==> src/rtl/brinquedo_controle.sv <==
// brinquedo_controle: main sequencing controller for the automatic toy.
// Synchronises the buttons and sensors, debounces the buttons, and runs a
// Moore state machine with tick-timed states driving the motors. The state
// code on bit2..bit0 feeds the 7-segment decoder directly.
module brinquedo_controle #(
  parameter int unsigned TICK_DIV   = 50000000,
  parameter int unsigned DEB_CYCLES = 16,
  parameter int unsigned T_START    = 2,
  parameter int unsigned T_RUN_MAX  = 30,
  parameter int unsigned T_BACK     = 3,
  parameter int unsigned T_TURN     = 2
) (
  input  logic clk,
  input  logic rst_n,
  input  logic btn_start_n,
  input  logic btn_stop_n,
  input  logic sens_obst,
  input  logic sens_side,
  output logic bit2,
  output logic bit1,
  output logic bit0,
  output logic motor_l,
  output logic motor_r,
  output logic motor_dir
);

  localparam int unsigned PW   = $clog2(TICK_DIV);
  localparam int unsigned DW   = (DEB_CYCLES > 1) ? $clog2(DEB_CYCLES) : 1;
  localparam int unsigned TM01 = (T_START > T_RUN_MAX) ? T_START : T_RUN_MAX;
  localparam int unsigned TM23 = (T_BACK > T_TURN) ? T_BACK : T_TURN;
  localparam int unsigned TMAX = (TM01 > TM23) ? TM01 : TM23;
  localparam int unsigned TW   = $clog2(TMAX + 1);

  typedef enum logic [2:0] {
    StIdle      = 3'b000,
    StStarting  = 3'b001,
    StForward   = 3'b010,
    StTurnLeft  = 3'b011,
    StTurnRight = 3'b100,
    StBackward  = 3'b101,
    StPaused    = 3'b110,
    StError     = 3'b111
  } state_e;

  state_e state_q, state_d;

  // Bit order: 0 = start_n, 1 = stop_n, 2 = obstacle, 3 = side.
  logic [3:0] sync1_q, sync2_q;

  logic [1:0]    lvl_q;    // accepted button level, 1 = released
  logic [1:0]    armed_q;  // set once the pin has been seen released
  logic [1:0]    press_q;  // one-cycle press pulses
  logic [DW-1:0] cnt_q [2];

  logic [PW-1:0] presc_q;
  logic [TW-1:0] tcnt_q;

  logic start_p, stop_p, obst, side, tick;
  logic exp_start, exp_run, exp_back, exp_turn;

  assign start_p = press_q[0];
  assign stop_p  = press_q[1];
  assign obst    = sync2_q[2];
  assign side    = sync2_q[3];

  assign tick      = (presc_q == PW'(TICK_DIV - 1));
  assign exp_start = tick && (tcnt_q == TW'(T_START - 1));
  assign exp_run   = tick && (tcnt_q == TW'(T_RUN_MAX - 1));
  assign exp_back  = tick && (tcnt_q == TW'(T_BACK - 1));
  assign exp_turn  = tick && (tcnt_q == TW'(T_TURN - 1));

  // Two-flop synchroniser. Resetting to 0 makes a button held through reset
  // look pressed, so it cannot arm until it is actually released.
  always_ff @(posedge clk or negedge rst_n) begin
    if (!rst_n) begin
      sync1_q <= 4'b0000;
      sync2_q <= 4'b0000;
    end else begin
      sync1_q <= {sens_side, sens_obst, btn_stop_n, btn_start_n};
      sync2_q <= sync1_q;
    end
  end

  // Per-button debounce and released-to-pressed pulse generation.
  always_ff @(posedge clk or negedge rst_n) begin
    if (!rst_n) begin
      lvl_q   <= 2'b11;
      armed_q <= 2'b00;
      press_q <= 2'b00;
      for (int i = 0; i < 2; i++) cnt_q[i] <= '0;
    end else begin
      for (int i = 0; i < 2; i++) begin
        press_q[i] <= 1'b0;
        if (sync2_q[i]) armed_q[i] <= 1'b1;
        if (sync2_q[i] != lvl_q[i]) begin
          if (cnt_q[i] == DW'(DEB_CYCLES - 1)) begin
            lvl_q[i]   <= sync2_q[i];
            cnt_q[i]   <= '0;
            // lvl_q = 1 here means the new level is pressed
            press_q[i] <= lvl_q[i] & armed_q[i];
          end else begin
            cnt_q[i] <= cnt_q[i] + 1'b1;
          end
        end else begin
          cnt_q[i] <= '0;
        end
      end
    end
  end

  // Prescaler and tick timer, cleared on every state entry.
  always_ff @(posedge clk or negedge rst_n) begin
    if (!rst_n) begin
      presc_q <= '0;
      tcnt_q  <= '0;
    end else if (state_d != state_q) begin
      presc_q <= '0;
      tcnt_q  <= '0;
    end else if (tick) begin
      presc_q <= '0;
      tcnt_q  <= tcnt_q + 1'b1;
    end else begin
      presc_q <= presc_q + 1'b1;
    end
  end

  // State register.
  always_ff @(posedge clk or negedge rst_n) begin
    if (!rst_n) begin
      state_q <= StIdle;
    end else begin
      state_q <= state_d;
    end
  end

  // Next-state logic; stop beats start beats obstacle beats timer.
  always_comb begin
    state_d = state_q;
    case (state_q)
      StIdle: begin
        if (!stop_p && start_p) state_d = StStarting;
      end
      StStarting: begin
        if (stop_p)         state_d = StIdle;
        else if (exp_start) state_d = StForward;
      end
      StForward: begin
        if (stop_p)       state_d = StPaused;
        else if (start_p) state_d = StForward;
        else if (obst)    state_d = StBackward;
        else if (exp_run) state_d = StIdle;
      end
      StTurnLeft, StTurnRight: begin
        if (stop_p)        state_d = StPaused;
        else if (exp_turn) state_d = StForward;
      end
      StBackward: begin
        if (stop_p) begin
          state_d = StPaused;
        end else if (exp_back) begin
          if (obst)      state_d = StError;
          else if (side) state_d = StTurnRight;
          else           state_d = StTurnLeft;
        end
      end
      StPaused: begin
        if (stop_p)       state_d = StIdle;
        else if (start_p) state_d = StForward;
      end
      StError: begin
        if (stop_p) state_d = StIdle;
      end
      default: state_d = StIdle;
    endcase
  end

  // Moore output decode of the state register.
  always_comb begin
    {bit2, bit1, bit0} = state_q;
    motor_l   = 1'b0;
    motor_r   = 1'b0;
    motor_dir = 1'b0;
    case (state_q)
      StForward: begin
        motor_l   = 1'b1;
        motor_r   = 1'b1;
        motor_dir = 1'b1;
      end
      StBackward: begin
        motor_l = 1'b1;
        motor_r = 1'b1;
      end
      StTurnLeft: begin
        motor_r   = 1'b1;
        motor_dir = 1'b1;
      end
      StTurnRight: begin
        motor_l   = 1'b1;
        motor_dir = 1'b1;
      end
      default: ;
    endcase
  end

endmodule
==> config.mk <==
export PLATFORM = sky130hd
export DESIGN_NAME = brinquedo_controle
export DESIGN_NICKNAME = d
export VERILOG_FILES = /design/src/rtl/brinquedo_controle.sv
export SDC_FILE = /design/constraint.sdc
export NUM_CORES = 1
export LEC_CHECK = 0
export CAP_MARGIN = 20
export CELL_PAD_IN_SITES_DETAIL_PLACEMENT = 1
export CELL_PAD_IN_SITES_GLOBAL_PLACEMENT = 1
export CORE_UTILIZATION = 45
export CTS_CLUSTER_SIZE = 16
export DETAILED_ROUTE_END_ITERATION = 10
export HOLD_SLACK_MARGIN = 0.06
export PLACE_DENSITY = 0.76
export SKIP_LAST_GASP = 1
export SLEW_MARGIN = 15
export SYNTH_ARGS = -nofsm -noshare
export SYNTH_HDL_FRONTEND = slang
export SYNTH_SLANG_ARGS = --single-unit
==> constraint.sdc <==
create_clock -name clk -period 2.45 [get_ports clk]
set_input_delay 0.6125 -clock clk [delete_from_list [all_inputs] [get_ports clk]]
set_output_delay 0.6125 -clock clk [all_outputs]
set_load 0.01 [all_outputs]
==> results.toml, run 1 <==
[setup_path]
start_kind = "flop"
cp_cell_sequence = "inv_1 > nand2_1 > o21ai_0 > clkdlybuf4s50_1"
crit_path_end_kind = "primary output"
crit_required_ns = 1.84
crit_fanout = 12
slowest_stage = "clkdlybuf4s50_1"
path_class = "flop to primary output"
arrival_ns = 1.74
max_stage_delay_ns = 0.55
crit_family = "buffers and inverters"
cp_num_buf_inv = 2

[floorplan]
ios = 12
dieWidth_um = 80.1
start_util = 0.464
core-area_mm2 = 0.00592
std_cell_rows = 28
dieHeight_um = 80.1
dieArea_mm2 = 0.00642

[synthesis]
synth.net_count = 285
synth_edf_count = 0
ys_seq_area_frac = 0.511
synth_top_area_share = 0.492
ys_seq_elements = 56
ys_async_sr_fraction = 1.00
yosysMostFrequentCell = "dfrtp_1"
syn_avg_cell_area_um2 = 10.1
yosys_warnings = 0
synthesis.area_mm2 = 0.00275
synth_ff_type = "dfrtp_1"
netlist-cell-type-count = 47
synth_area_leaders = "dfrtp_1, xor2_1, nor2_1"
synth_common_cells = "dfrtp_1, nor2_1, nand2_1, xor2_1, nand3_1"
synth_top_cell_by_area = "dfrtp_1"
synth_cells = 273

[pwr]
comb_power_share = 0.034
p_int_uw = 1170
vdd_drop_max_v = 0.000255
p_total_uw = 1530
p_switching_uw = 361
seq_power_share = 0.622
leakage_uw = 0.00136
swShare = 0.236
clkPwrFrac = 0.345
power.density_mw_per_mm2 = 491

[timing]
fmax_ghz = 0.425
setup_violations = 0
worst_hold_slack_ns = 0.245
tightestPinTransition_ns = 0.496
grt_setup_unrepaired = "true"
hold_viol_final = 0
period_minus_slack_ns = 2.35
slew_viol_final = 0
min_period_over_period = 0.960
fin_skew_ns = 0.00993
relSlewSlack = 0.669

[clocking]
cts_root_buf = "clkbuf_8"
clockBufferDepth = 2
cts_made_buffers = 5
ctsHtreeMaxLevel = 2
cts.sinks = 56
cts_tree = "done"
postCtsHoldBufs = 0
clk_latency_ns = 0.32
cts.clk_slew.worst_paths_ns = 0.11

[job]
drv_cap = 0

[grt]
grt-ovfl-total = 0
grt_pass1_vias = 2129
antenna_found_initial = 0
grt_max_degree = 22
grt_pass1_wl_um = 10100
grt_usage = 0.207

[drt]
drt_iter0_drc = 83
vias_per_cell = 5.43
drc = 0
vias = 2025
routed_wl_um = 5880
wire_per_inst_um = 15.8
dr.pass1.iters = 4
ant_nets = 0

[placement]
gp_congestion = 0.815
dp_cells = 363
place_area_mm2 = 0.00300
hpwl_um = 4340
io_buffers = 11

[final_layout]
area_growth_pct = 13.5
drive_gt1_frac = 0.134
antenna_cells = 0
final_util = 0.526
stdcell_area_mm2 = 0.00312
n_fill_cell = 670
multiInputGateArea_mm2 = 0.00128
final_cell_count_no_fill = 373
final_nets = 309
layout.area.seq_mm2 = 0.00141

[min_path]
hp-class = "input port to async pin"

[status]
status = "finished clean"
layer usage:
layer	vias up	wire length (um)	global-route usage	part of all wire
met5	-	0	0	0
met3	9	84	0.0307	0.014
met2	16	2860	0.341	0.49
met1	1012	2830	0.277	0.48
met4	0	94	0.0786	0.016
li1	988	-	-	-
layout by cell type, fill, tap and decap left out, types with 2 or more instances in the layout:
cell	n
buf_4	11
and2_1	4
dfrtp_2	2
nand2_1	21
a21oi_1	9
clkdlybuf4s50_1	10
dfrtp_1	52
and4_2	2
xor2_1	21
o21ai_0	10
inv_1	10
nand3_1	16
or4_4	2
mux2_2	2
o211ai_2	2
clkinv_4	2
nor2_1	38
nor2b_1	4
or2_2	2
nor3b_1	4
nand4b_1	2
and3_1	2
ha_1	6
nor3_1	9
clkbuf_8	5
xnor2_1	11
dfstp_2	2
nand4_1	9
or3_1	4
registers in the layout, summed over array words and instances (netlist names):
register / flops
press_q: 2
cnt_q: 8
armed_q: 2
lvl_q: 2
state_q: 3
presc_q: 26
sync2_q: 4
tcnt_q: 5
sync1_q: 4
kinds of logic (layout without fill, tap and decap cells):
logic type               after synthesis  after routing  share of synthesized area
AND/OR/NAND/NOR                      130            130                      0.254
buffers and inverters                 16             41                     0.0251
flip-flops                            56             56                      0.511
adder cells (fa/ha/maj)                6              6                     0.0273
AO/OA/AOI/OAI                         30             30                     0.0688
XOR/XNOR                              32             32                      0.102
multiplexers                           3              3                     0.0118
repair_timing:
action | 4_1_cts | 5_1_grt
cloned | 0 | 0
hold endpoints to repair | 0 | 0
gates resized for setup | 1 | 2
setup buffers | 0 | 2
setup endpoints to repair | 2 | 2
power by group through the flow:
stage | combinational, uW | clock, uW | sequential, uW
CTS | 53.9 | 552 | 951
global route | 60.5 | 584 | 954
detailed placement | 53.5 | 0 | 969
floorplan | 17.9 | 0 | 966
global placement | 51.5 | 0 | 968
finish | 51.5 | 527 | 951
final cells by class:
cell class	instances	area share
inverter	10	0.0120
tap	75	0.0301
clock inverter	3	0.00843
timing repair buffer	23	0.0666
multi-input combinational	201	0.409
sequential	56	0.451
clock buffer	5	0.0221
metrics by stage:
stage / TNS (ns) / setup slack, ns
after global routing: -0.00937 / -0.00937
after floorplan: 0 / 0.433
final: 0 / 0.0987
after CTS: 0 / 0.0694
after detailed placement: 0 / 0.282
after global placement: 0 / 0.351
path summary, 6_finish.rpt:
path,slack [ns],end,start,depth (start not counted)
min,0.25,cnt_q[6]$_DFF_PN0_,rst_n,1
max reg2reg,0.33,tcnt_q[1]$_DFFE_PN0P_,presc_q[9]$_DFF_PN0_,6
max,0.1,motor_r,state_q[2]$_DFF_PN0_,4
max in group asynchronous,1.58,state_q[2]$_DFF_PN0_,rst_n,2
min reg2reg,0.36,sync2_q[0]$_DFF_PN0_,sync1_q[0]$_DFF_PN0_,0
min in group clk,0.36,sync2_q[0]$_DFF_PN0_,sync1_q[0]$_DFF_PN0_,0
Power figures use the tool's default switching activity.
==> run 2, diff against run 1 <==
--- a/config.mk
+++ b/config.mk
@@ -18,3 +18,4 @@
 export SYNTH_ARGS = -nofsm -noshare
 export SYNTH_HDL_FRONTEND = slang
 export SYNTH_SLANG_ARGS = --single-unit
+export TNS_END_PERCENT = 1
==> results of run 2 <==
Final layout, timing and power as in run 1 (identical DEF).
==> run 3, diff against run 2 <==
--- a/config.mk
+++ b/config.mk
@@ -8,10 +8,11 @@
 export CAP_MARGIN = 20
 export CELL_PAD_IN_SITES_DETAIL_PLACEMENT = 1
 export CELL_PAD_IN_SITES_GLOBAL_PLACEMENT = 1
+export CORE_ASPECT_RATIO = 1.5
 export CORE_UTILIZATION = 45
 export CTS_CLUSTER_SIZE = 16
 export DETAILED_ROUTE_END_ITERATION = 10
-export HOLD_SLACK_MARGIN = 0.06
+export HOLD_SLACK_MARGIN = 0.1
 export PLACE_DENSITY = 0.76
 export SKIP_LAST_GASP = 1
 export SLEW_MARGIN = 15
==> run 3 against run 2 <==
Against the previous run: non-clock buffer count shrank 2; clock skew shrank 0.0067 ns; sequential power barely moved; clock power is 3% lower; critical path type unchanged.
==> results.toml, run 3 (same netlist as run 1, synthesis figures left out) <==
[placement]
dp_cells = 357
gp_congestion = 0.791
io_buffers = 11
hpwl_um = 4380

[grt]
grt_pass1_wl_um = 10600
grt-ovfl-total = 0
grt_max_degree = 32
grt_pass1_vias = 2308
grt_usage = 0.217
antenna_found_initial = 0

[clocking]
cts.sinks = 56
cts.clk_slew.worst_paths_ns = 0.10
ctsHtreeMaxLevel = 2
cts_tree = "done"
clk_latency_ns = 0.31
clockBufferDepth = 2
cts_made_buffers = 5
cts_root_buf = "clkbuf_8"

[final_layout]
area_growth_pct = 12.6
antenna_cells = 0
reg_top3 = "presc_q x26, cnt_q x8, tcnt_q x5"
n_fill_cell = 669
most-common-layout-cells = "dfrtp_1, nor2_1, nand2_1, xor2_1, nand3_1"
final_nets = 307
final_cell_count_no_fill = 368
layout_commonest_cell = "dfrtp_1"
largest_reg_flops = 26
multiInputGateArea_mm2 = 0.00127
regMostFlops = "presc_q"
drive_gt1_frac = 0.125
layout.area.seq_mm2 = 0.00141

[setup_path]
path_class = "flop to primary output"
max_stage_delay_ns = 0.55
crit_path_end_kind = "primary output"
r2r_cells = 5
crit_required_ns = 1.84
crit_fanout = 11
r2r-start = "presc_q[9]$_DFF_PN0_"
cp_cell_sequence = "inv_1 > nand2_1 > o21ai_0 > clkdlybuf4s50_1"
timing.rr.end = "tcnt_q[2]$_DFFE_PN0P_"
rrSetupSlack_ns = 0.34
start_kind = "flop"
arrival_ns = 1.74
slowest_stage = "clkdlybuf4s50_1"

[floorplan]
dieHeight_um = 97.7
std_cell_rows = 34
ios = 12
start_util = 0.471
core-area_mm2 = 0.00583
dieArea_mm2 = 0.00643
dieWidth_um = 65.8

[drt]
wire_per_inst_um = 16.1
highest_layer = "met4"
drt-met1-wl_um = 2370
dr.pass1.iters = 4
drc = 0
routed_wl_um = 5910
drt_iter0_drc = 78
vias_per_cell = 5.54
wl_met3_um = 88
ant_nets = 0
vias = 2040
wl_met2_um = 3330

[pwr]
vdd_drop_max_v = 0.000311
leakage_uw = 0.00135
power.density_mw_per_mm2 = 489

[timing]
relSlewSlack = 0.587
fmax_ghz = 0.425
slew_viol_final = 0
worst_hold_slack_ns = 0.305
tightestPinTransition_ns = 0.619
min_period_over_period = 0.960
period_minus_slack_ns = 2.35
fin_skew_ns = 0.00320
setup_violations = 0
hold_viol_final = 0

[min_path]
hp-class = "input port to async pin"

[status]
status = "finished clean"

[job]
drv_cap = 0
[run 3: area by class of cell]
type,instances,area share
clock buffer,5,0.0223
clock inverter,3,0.00728
inverter,10,0.0121
multi-input combinational,201,0.412
sequential,56,0.455
tap,72,0.0291
timing repair buffer,21,0.0623
[run 3: metal layers]
| metal | vias to the layer above | track usage |
|---|---|---|
| met5 | - | 0 |
| met1 | 1030 | 0.250 |
| met4 | 0 | 0.0819 |
| li1 | 981 | - |
| met3 | 9 | 0.0317 |
| met2 | 20 | 0.389 |
[run 3: worst max-delay path by stage]
| stage | cells past startpoint | startpoint | to |
|---|---|---|---|
| 2_1_floorplan | 5 | presc_q[9]$_DFF_PN0_ | tcnt_q[2]$_DFFE_PN0P_ |
| 3_5_place_dp | 3 | state_q[2]$_DFF_PN0_ | motor_dir |
| 6_report | 4 | state_q[2]$_DFF_PN0_ | motor_dir |
| 3_3_place_gp | 3 | state_q[2]$_DFF_PN0_ | motor_dir |
| 5_1_grt | 4 | state_q[2]$_DFF_PN0_ | motor_r |
| 4_1_cts | 3 | state_q[0]$_DFF_PN0_ | motor_r |
[run 3: through the flow]
step                      power, uW  area (um2)  setup WS [ns]   TNS, ns  utilization
after floorplan                 984        2750          0.433         0            -
after global placement         1020        2980          0.372         0        0.511
after detailed placement       1020        2980          0.287         0        0.511
after CTS                      1540        3070         0.0176         0        0.526
after global routing           1580        3090       -0.00988  -0.00988        0.530
final                          1510        3090         0.0982         0        0.530
[run 3: what timing repair did]
action	4_1_cts	5_1_grt
cloned	0	0
hold buffers	0	0
gates resized for setup	1	1
endpoints found under the setup margin	2	2
buffers inserted	0	3
[run 3: worst max-delay path, delay by kind of cell, from the launching register on]
kind / cells / cell delay [ns]
AOI/OAI and AO/OA: 1 / 0.10
buffers and inverters: 2 / 0.71
and+or+nand+nor: 1 / 0.13
DFF: 1 / 0.50
[run 3: power by group]
part,switching [uW],internal [uW]
combinational,29.7,20.3
clock,305,205
sequential,12.2,938
total,347,1160
==> variant (settings of run 1) <==
Add an input register stage for `btn_start_n`, `btn_stop_n`, `sens_obst` and `sens_side`; this delays them by one clock.
--- a/src/rtl/brinquedo_controle.sv
+++ b/src/rtl/brinquedo_controle.sv
@@ -44,2 +44,14 @@
 
+  logic btn_start_n_q;
+  logic btn_stop_n_q;
+  logic sens_obst_q;
+  logic sens_side_q;
+
+  always_ff @(posedge clk) begin
+    btn_start_n_q <= btn_start_n;
+    btn_stop_n_q  <= btn_stop_n;
+    sens_obst_q   <= sens_obst;
+    sens_side_q   <= sens_side;
+  end
+
   state_e state_q, state_d;
@@ -78,3 +90,3 @@
     end else begin
-      sync1_q <= {sens_side, sens_obst, btn_stop_n, btn_start_n};
+      sync1_q <= {sens_side_q, sens_obst_q, btn_stop_n_q, btn_start_n_q};
       sync2_q <= sync1_q;
Function: no difference found for any inputs over 10 cycles, from zero or initial values and one cycle with rst_n low; that may be too few to reach the edited logic, so the function may still have changed.
==> variant against run 1 <==
  * The flow now finishes with violations (design-rule violations, negative setup slack)
  * Final cell count is 25% higher
  * Total power is 25% higher
  * Setup slack worse by 0.45 ns
  * Wire length is 93% higher
  * Area after synthesis is 11% higher
  * Design area is 36% higher
  * Largest power group unchanged
  * Combinational power is 4.5% higher
  * Sequential cell count is 4 higher
  * Global-route usage is 12 points higher
==> variant: results (changes against run 1) <==
{| class="wikitable"
! Metric !! Value
|-
| Net count after synthesis || 317 (+11%)
|-
| Worst setup path endpoint || presc_q[1]
|-
| Cell total after placement || 431 (+19%)
|-
| # nets final || 396 (+28%)
|-
| Synth Area in Compound Gates || 0.06097 (-0.007827)
|-
| Power spent charging and discharging nets || 506.5 µW (+40%)
|-
| CTS Buf Count || 9 (+4)
|-
| Vias in the first global route || 3,129 (+47%)
|-
| DRT iter0 DRCs || 274 (+230%)
|-
| Global Route met1 Usage || 0.4036 (+0.1270)
|-
| Highest net fanout along the worst path || 7 (-5)
|-
| Residual DRC count || 4 (+4)
|-
| Placed wire-length estimate after detailed placement || 5505 µm (+27%)
|-
| Least-Margin Pin Slew || 0.6704 ns (+0.1745 ns)
|-
| Number of H-tree levels || 3 (+1)
|-
| Global-route usage over all layers || 0.3243 (+0.1169)
|-
| Met2 Track Usage GR || 0.5365 (+0.1955)
|-
| Leakage Power || 0.001888 µW (+39%)
|-
| Most used standard cells in the synthesized netlist || sky130_fd_sc_hd__dfrtp_1 (54), sky130_fd_sc_hd__nor2_1 (29), sky130_fd_sc_hd__nand2_1 (28), sky130_fd_sc_hd__nand3_1 (18)
|-
| Worst setup path category || register to register
|-
| Global-route wire length before repair || 17,120 µm (+69%)
|-
| Setup Viol. Count Final || 35 (+35)
|-
| Fraction of the mapped netlist area in adder cells || 0.02455 (-0.002785)
|-
| Mux cell area share after synthesis || 0.01759 (+0.005749)
|-
| Arrival time worst endpoint || 3.04 ns (+1.30 ns)
|-
| Worst vdd rail ir drop || 0.0004524 V (+78%)
|-
| Clock edge transition at the registers on the reported setup and hold paths || 0.08 ns (-0.03 ns)
|-
| Failing checks || design-rule violations, negative setup slack
|-
| Clock Skews || 0.008789 ns (-0.001144 ns)
|-
| Setup ws final || -0.3559 ns (-0.4545 ns)
|-
| Fill count || 662 (-1.2%)
|-
| Area share of xor/xnor cells in the synthesized design || 0.09165 (-0.01040)
|-
| Proportion of synthesized flip-flops having asynchronous set or reset || 0.9333 (-0.06667)
|-
| Total Neg Setup Slack || -8.552 ns (-8.552 ns)
|-
| Wirelength, routed || 11,340 µm (+93%)
|-
| Result of the run || finished with violations
|}
[variant: worst max-delay path, stage by stage (launching register included)]
cell                       delay, ns
sky130_fd_sc_hd__dfrtp_1        0.43
sky130_fd_sc_hd__buf_6          0.15
sky130_fd_sc_hd__ha_4           0.13
sky130_fd_sc_hd__buf_4          0.10
sky130_fd_sc_hd__buf_4          0.10
sky130_fd_sc_hd__nor4bb_1       0.37
sky130_fd_sc_hd__nand3_1        0.18
sky130_fd_sc_hd__nor3_2         0.18
sky130_fd_sc_hd__o211ai_1       0.16
sky130_fd_sc_hd__buf_4          0.18
sky130_fd_sc_hd__mux2_4         0.38
sky130_fd_sc_hd__nor4bb_1       0.34
[variant: repair_timing]
| action | 4_1_cts | 5_1_grt |
|---|---|---|
| setup buffers | 13 | 4 |
| gates resized for setup | 42 | 22 |
| hold buffers | 0 | 0 |
| pin swaps | 21 | 9 |
| endpoints found under the setup margin | 36 | 34 |
| gates cloned | 2 | 0 |
[variant: cell type report]
class                   instances  share of cell area
repair buffers                 78              0.1508
inverters                      11             0.01064
multi-input cells             224              0.4215
clock inverters                 7             0.01419
flip-flops and latches         60              0.3509
well taps                      77             0.02276
clock buffers                   9             0.02926
[variant: stage by stage]
step | instance area [µm²] | hold slack (ns)
3_3_place_gp | 3608 | 0.3177
3_5_place_dp | 3608 | 0.3209
4_1_cts | 4096 | 0.2518
6_report | 4233 | 0.2512
2_1_floorplan | 3080 | 0.3163
5_1_grt | 4233 | 0.2889
[variant: layer usage]
| metal | up-vias | wire length [µm] | part of all wire |
|---|---|---|---|
| met4 | 0 | 515 | 0.045 |
| met3 | 60 | 632 | 0.056 |
| li1 | 1253 | - | - |
| met1 | 1491 | 4579 | 0.40 |
| met2 | 138 | 5615 | 0.49 |
| met5 | - | 0 | 0 |
[variant: how the worst min path moves through the flow]
stage | start | endpoint | slack (ns) | cells after the start
after detailed placement | sens_side_q | sync1_q[3] | 0.32 | 0
after floorplan | rst_n | armed_q[0] | 0.32 | 0
after CTS | rst_n | sync2_q[2] | 0.25 | 1
after global placement | sens_side_q | sync1_q[3] | 0.32 | 0
final | rst_n | sync2_q[2] | 0.25 | 1
after global routing | rst_n | presc_q[14] | 0.29 | 1
[variant: power by group through the flow]
stage	registers [µW]	clock network, µW	logic (µW)
after floorplan	1040	0	18.8
after global placement	1040	0	51.3
after detailed placement	1040	0	53.9
after CTS	1020	854	54.6
after global routing	1020	894	61.8
final	1020	842	53.8
